===== src/rtl/id_ex_stage.sv =====
// ID/EX pipeline register with load-use hazard detection, branch flush and a saturating bubble counter.
// Hazard detection and the bubble counter exist only when ID_EX_HAZARD_DETECT_EN is defined.
module id_ex_stage #(
  parameter int DATA_W = 32,
  parameter int CNT_W  = 16
) (
  input  logic              Clk,
  input  logic              Rst,
  input  logic              RegDstIn,
  input  logic              BranchIn,
  input  logic              MemReadIn,
  input  logic              MemtoRegIn,
  input  logic              MemWriteIn,
  input  logic              ALUSrcIn,
  input  logic              RegWriteIn,
  input  logic [3:0]        ALUOpIn,
  input  logic [DATA_W-1:0] ReadData1In,
  input  logic [DATA_W-1:0] ReadData2In,
  input  logic [DATA_W-1:0] ImmIn,
  input  logic [DATA_W-1:0] PCPlus4In,
  input  logic [4:0]        RsIn,
  input  logic [4:0]        RtIn,
  input  logic [4:0]        RdIn,
  input  logic              Flush,
  output logic              RegDst,
  output logic              Branch,
  output logic              MemRead,
  output logic              MemtoReg,
  output logic              MemWrite,
  output logic              ALUSrc,
  output logic              RegWrite,
  output logic [3:0]        ALUOp,
  output logic [DATA_W-1:0] ReadData1,
  output logic [DATA_W-1:0] ReadData2,
  output logic [DATA_W-1:0] Imm,
  output logic [DATA_W-1:0] PCPlus4,
  output logic [4:0]        Rs,
  output logic [4:0]        Rt,
  output logic [4:0]        Rd,
  output logic              Valid,
  output logic              Stall,
  output logic [CNT_W-1:0]  BubbleCount
);

  typedef enum logic {S_BUBBLE = 1'b0, S_RUN = 1'b1} state_t;

  state_t             r_state;
  state_t             w_state_next;
  logic               w_load;
  logic               w_haz;
  logic               r_regdst, r_branch, r_memread, r_memtoreg;
  logic               r_memwrite, r_alusrc, r_regwrite;
  logic [3:0]         r_aluop;
  logic [DATA_W-1:0]  r_rd1, r_rd2, r_imm, r_pc4;
  logic [4:0]         r_rs, r_rt, r_rd;

`ifdef ID_EX_HAZARD_DETECT_EN
  // Load in EX whose destination is read by the instruction now in ID.
  assign w_haz = (r_state == S_RUN) & r_memread & (r_rt != 5'd0) &
                 ((r_rt == RsIn) | (r_rt == RtIn));
`else
  logic w_unused_fields;
  assign w_unused_fields = ^{RsIn, RtIn};
  assign w_haz = 1'b0;
`endif

  // Flush kills the dependent instruction anyway, so it also cancels the stall.
  assign Stall = w_haz & ~Flush;

  always_comb begin
    // NOTE: every always_comb output gets a default first so no path can infer a latch.
    w_state_next = S_RUN;
    w_load       = 1'b1;
    if (Flush || w_haz) begin
      w_state_next = S_BUBBLE;
      w_load       = 1'b0;
    end
  end

  always_ff @(posedge Clk) begin
    // NOTE: sequential state uses non-blocking assignments so all registers update together.
    if (Rst) begin
      r_state    <= S_BUBBLE;
      r_regdst   <= 1'b0;
      r_branch   <= 1'b0;
      r_memread  <= 1'b0;
      r_memtoreg <= 1'b0;
      r_memwrite <= 1'b0;
      r_alusrc   <= 1'b0;
      r_regwrite <= 1'b0;
      r_aluop    <= 4'd0;
      r_rd1      <= '0;
      r_rd2      <= '0;
      r_imm      <= '0;
      r_pc4      <= '0;
      r_rs       <= 5'd0;
      r_rt       <= 5'd0;
      r_rd       <= 5'd0;
    end else begin
      r_state <= w_state_next;
      if (w_load) begin
        r_regdst   <= RegDstIn;
        r_branch   <= BranchIn;
        r_memread  <= MemReadIn;
        r_memtoreg <= MemtoRegIn;
        r_memwrite <= MemWriteIn;
        r_alusrc   <= ALUSrcIn;
        r_regwrite <= RegWriteIn;
        r_aluop    <= ALUOpIn;
        r_rd1      <= ReadData1In;
        r_rd2      <= ReadData2In;
        r_imm      <= ImmIn;
        r_pc4      <= PCPlus4In;
        r_rs       <= RsIn;
        r_rt       <= RtIn;
        r_rd       <= RdIn;
      end else begin
        // Bubble: controls and register fields zeroed, data words left as they were.
        r_regdst   <= 1'b0;
        r_branch   <= 1'b0;
        r_memread  <= 1'b0;
        r_memtoreg <= 1'b0;
        r_memwrite <= 1'b0;
        r_alusrc   <= 1'b0;
        r_regwrite <= 1'b0;
        r_aluop    <= 4'd0;
        r_rs       <= 5'd0;
        r_rt       <= 5'd0;
        r_rd       <= 5'd0;
      end
    end
  end

`ifdef ID_EX_HAZARD_DETECT_EN
  logic [CNT_W-1:0] r_bubble_cnt;

  always_ff @(posedge Clk) begin
    if (Rst) begin
      r_bubble_cnt <= '0;
    end else if (Stall && (r_bubble_cnt != {CNT_W{1'b1}})) begin
      r_bubble_cnt <= r_bubble_cnt + CNT_W'(1);
    end
  end

  assign BubbleCount = r_bubble_cnt;
`else
  assign BubbleCount = '0;
`endif

  assign RegDst    = r_regdst;
  assign Branch    = r_branch;
  assign MemRead   = r_memread;
  assign MemtoReg  = r_memtoreg;
  assign MemWrite  = r_memwrite;
  assign ALUSrc    = r_alusrc;
  assign RegWrite  = r_regwrite;
  assign ALUOp     = r_aluop;
  assign ReadData1 = r_rd1;
  assign ReadData2 = r_rd2;
  assign Imm       = r_imm;
  assign PCPlus4   = r_pc4;
  assign Rs        = r_rs;
  assign Rt        = r_rt;
  assign Rd        = r_rd;
  assign Valid     = (r_state == S_RUN);

endmodule


===== config.mk =====
export PLATFORM = sky130hd
export DESIGN_NAME = id_ex_stage
export DESIGN_NICKNAME = d
export VERILOG_FILES = /design/src/rtl/id_ex_stage.sv
export SDC_FILE = /design/constraint.sdc
export NUM_CORES = 1
export LEC_CHECK = 0
export ABC_AREA = 1
export CAP_MARGIN = 20
export CORE_UTILIZATION = 30
export CTS_BUF_LIST = sky130_fd_sc_hd__clkbuf_4 sky130_fd_sc_hd__clkbuf_8
export CTS_CLUSTER_SIZE = 40
export DETAILED_ROUTE_END_ITERATION = 6
export GPL_TIMING_DRIVEN = 0
export PLACE_DENSITY_LB_ADDON = 0.3
export SYNTH_ARGS = -nofsm -noshare
export SYNTH_HDL_FRONTEND = slang
export SYNTH_SLANG_ARGS = --single-unit

===== constraint.sdc =====
create_clock -name Clk -period 1.8 [get_ports Clk]
set_input_delay 0.27 -clock Clk [delete_from_list [all_inputs] [get_ports Clk]]
set_output_delay 0.27 -clock Clk [all_outputs]
set_load 0.01 [all_outputs]

# After elaboration in Yosys (flattened, before gate mapping)
# Cells that the tools add are included.
[totals]
reg_bits = 155
mem_bits_rw = 0
n_memories = 0
mem_bits_ro = 0
word_cells = 18
latch_bits = 0
[op_classes]
div = 0
n_lt_le_gt_ge = 0
n_bitwise = 0
n_reduce_logical = 1
n_addsub = 0
n_shift = 0
multipliers = 0
muxes = 1
n_eq_ne = 0
[ops]
columns = ["op", "count"]
rows = [
  ["$reduce_or 2->1", 1],
  ["$mux 1", 1],
]

# Longest topological paths before layout
[logic_depth]
word_depth = 1
depth_mapped = 6

# Worst setup path after synthesis
# No wires, ideal clock.
[synth_timing]
kind = "input to register"
from = "input port Flush"
to = "register r_rd1[0] (netlist: ReadData1[0])"
required_time_ps = 1687
path_stages = 5
setup_ps = 113
path_slack_ps = 883
t_arrival_ps = 804
path_cell_list = "buf_6 -> buf_4 -> buf_6 -> nor2_1 -> nor2_1"
[synth_rtl]
columns = ["item", "line_no", "source"]
rows = [
  ["start, declared", "24", "input logic Flush,"],
  ["end signal, assigned", "110", "r_rd1 <= ReadData1In;"],
  ["end, declared", "54", "logic [DATA_W-1:0] r_rd1, r_rd2, r_imm, r_pc4;"],
]

# Worst setup path in the final report
[layout_timing]
from = "register r_pc4[28] (netlist: PCPlus4[28])"
to = "output port PCPlus4[28]"
[layout_rtl]
columns = ["item", "line_no", "source"]
rows = [
  ["start, declared", "54", ""],
  ["start signal, assigned", "113", "r_pc4 <= PCPlus4In;"],
  ["end, declared", "36", "output logic [DATA_W-1:0] PCPlus4,"],
]
# No word-level cell between the ends.

==> out/results.tsv <==
stage	metric	value	unit
sta	final number of hold-violating endpoints	0	
power_and_ir_drop	Int Pwr	5.76	mW
power_and_ir_drop	Comb power frac	20.2	%
clock_network	TritonCTS buffer count	17	
worst_setup_path	RR Endpoint	Imm[7]	
worst_setup_path	CP max-delay cell	clkdlybuf4s50_1	
synthesis	post-synthesis simple-gate area fraction	32.3	%
placement	Place WS	0.258	ns
detailed_routing	routed wire length	18300	µm
power_and_ir_drop	Peak VDD IR	0.388	mV
synthesis	cells after synthesis	913	
worst_hold_path	beginning of the worst hold path	MemReadIn	
sta	Hold WS	0.325	ns
sta	fin. max-slew vios	0	
placement	Final HPWL DP	13600	µm
global_routing	pin count of the biggest net entering global routing	17	
worst_setup_path	crit-path cells	clkdlybuf4s50_1	
status	status	complete, no violations	
clock_network	Post-CTS Resized	0	
sta	Tmin final	1.65	ns
power_and_ir_drop	Seq pwr share	46.6	%
detailed_routing	Routed Antenna Nets	0	
synthesis	Syn Std Cell Area	6300	µm²
floorplan	core area	20400	µm²
sta	Setup Viol. Count Final	0	
clock_network	Root Driver	clkbuf_8	
synthesis	Synth Area in XOR/XNOR	0	%
detailed_routing	drt drc	0	
power_and_ir_drop	sw frac	28.6	%
global_routing	GRT Util Overall	17.2	%
detailed_routing	Pre-Repair DR Iteration Count	4	
sta	setup TNS	0	ns
synthesis	Synth Register Bits	155	
power_and_ir_drop	Static Leak	4.92	nW
worst_setup_path	r2r worst-path depth	4	
synthesis	Adder-Cell Fraction of Synth Area	0	%
power_and_ir_drop	Clk pwr share	33.1	%
worst_setup_path	crit-path leading delay family	buffers and inverters	
sta	post-route setup slack	0.147	ns
final_layout	ant diodes	0	
detailed_routing	Detailed Route Iter0 Violations	155	
final_layout	nets@finish	1416	
worst_setup_path	CP endpoint kind	output port	
detailed_routing	routed length per instance	11.9	µm
global_routing	GR Overflow Total	0	
sta	RSZ-0062 raised after global routing	false	
clock_network	CTS tree	yes	
worst_setup_path	Worst R2R Setup Slack	1.16	ns
synthesis	Synth cell types	11	
floorplan	die area	21600	µm²
detailed_routing	routed vias/inst	3.88	
final_layout	# fillers	2065	
clock_network	CTS Sinks	155	
detailed_routing	Vias	5986	
power_and_ir_drop	switching pwr	2.30	mW
placement	GP Congestion	0.791	
floorplan	std cell rows	52	
global_routing	first-pass GRT wire length	28800	µm
worst_setup_path	Worst EP required	1.53	ns
worst_setup_path	WS Path Type	flip-flop to output port	
worst_setup_path	Worst Path Arrival	1.38	ns
worst_setup_path	Startpoint Class	flip-flop	
final_layout	post-layout util	49.9	%
global_routing	initial antenna violation count	0	
worst_hold_path	hold path depth	3	
synthesis	Synth Area in Compound Gates	0	%
clock_network	setup repair bufs after CTS	0	
worst_hold_path	Worst Hold Class	input port to flip-flop	
placement	I/O Buffers	310	
clock_network	H-tree Lvls	4	
power_and_ir_drop	power per cell area	790	nW/µm²
floorplan	boundary pin count	329	
worst_setup_path	CP peak stage delay	0.60	ns
sta	final worst clock skew	0	ns
floorplan	Initial Util	30.8	%
clock_network	clock buffer depth	2	
worst_setup_path	FF-to-FF Start	Imm[7]	
synthesis	post-synthesis mux area share	0	%
placement	# placed instances	1509	
synthesis	YS warnings	0	
sta	fin crit share	91.8	%
clock_network	Hold-fix buffers, CTS	1	
final_layout	Non-Filler Instances	1542	
synthesis	sequential share of the synthesized area	49.3	%
final_layout	Synth-to-Final Area Change	61.9	%
clock_network	Reg clk slew, reported paths	0.10	ns
flow_run	max_cap viols	0	
global_routing	number of global-route vias before repair	5556	
synthesis	largest family of logic cells by synthesized area	simple AND/OR/NAND/NOR gates	
floorplan	Die X	147	µm
sta	fmax	605	MHz
worst_setup_path	Critical Path Fanout Max	2	
final_layout	share of layout cells above drive strength 1	7.55	%
worst_hold_path	Hold Crit Endpoint	MemRead	
synthesis	syn avg cell area	6.90	µm²
worst_setup_path	Critical path buffers and inverters	1	
floorplan	die height	147	µm
clock_network	Worst-Skew Late Latency	0.45	ns
-- placed cells by master (no fill, tap or decap) --
cell type	count
clkdlybuf4s50_1	310
nor2_1	282
nand2_1	256
dfxtp_1	155
inv_1	155
buf_4	33
clkbuf_8	24
buf_6	19
conb_1	17
inv_6	7
inv_8	4
buf_2	3
clkinv_2	2
nor2_4	1
inv_2	1
bufinv_16	1
clkinv_4	1
dlygate4sd3_1	1
-- logic make-up after synthesis --
kind of cell,Yosys count
other,1
and+or+nand+nor,539
DFF,155
buffers and inverters,218
-- synth_stat cells (all sizes together) --
cell,instances,area share [%]
buf,55,7.6
clkbuf,7,1.5
conb,1,0.060
dfxtp,155,49
inv,156,9.3
nand2,256,15
nor2,283,17
-- through the flow --
| step | instance area (µm²) | total power [mW] |
|---|---|---|
| CTS | 10200 | 8.20 |
| global placement | 9800 | 5.46 |
| global route | 10200 | 8.53 |
| floorplan | 6360 | 4.54 |
| finish | 10200 | 8.06 |
| detailed placement | 9800 | 5.48 |
-- worst max-delay path by stage --
stage	start	to	slack, ns	cells after the start
final	PCPlus4[28]	PCPlus4[28]	0.15	1
after global routing	PCPlus4[1]	PCPlus4[1]	0.06	1
after CTS	PCPlus4[28]	PCPlus4[28]	0.09	1
after detailed placement	Rst	Rd[0]	0.26	5
after global placement	Rst	Rd[0]	0.26	5
after floorplan	Flush	ReadData1[0]	0.88	5
-- power groups by stage --
stage / sequential [mW] / clock (mW) / combinational, mW
floorplan: 3.94 / 0 / 0.594
global placement: 3.83 / 0 / 1.63
detailed placement: 3.84 / 0 / 1.64
CTS: 3.76 / 2.79 / 1.65
global route: 3.79 / 2.95 / 1.80
finish: 3.76 / 2.67 / 1.63
-- cell type report --
type                       count  area [µm²]  area share [%]
timing repair buffer         311        3110            30.5
sequential                   155        3100            30.4
multi-input combinational    556        2090            20.5
inverter                     156         586            5.74
buffer                        62         573            5.62
tap                          270         338            3.31
clock buffer                  17         234            2.29
clock inverter                15         155            1.52
-- metal layers --
metal	global-route usage [%]	up-vias	wire length, µm	part of all wire, %
li1	-	3216	-	-
met1	19.8	2528	7620	42
met2	28.0	224	8390	46
met3	8.07	18	2040	11
met4	5.94	0	257	1.4
met5	0	-	0	0
-- sequential cells by signal (all words and copies together), names as in the netlist, 4 cells and up --
| signal | count |
|---|---|
| Rt | 5 |
| ALUOp | 4 |
| ReadData2 | 32 |
| Imm | 32 |
| ReadData1 | 32 |
| Rs | 5 |
| Rd | 5 |
| PCPlus4 | 32 |
Power figures use the tool's default switching activity.
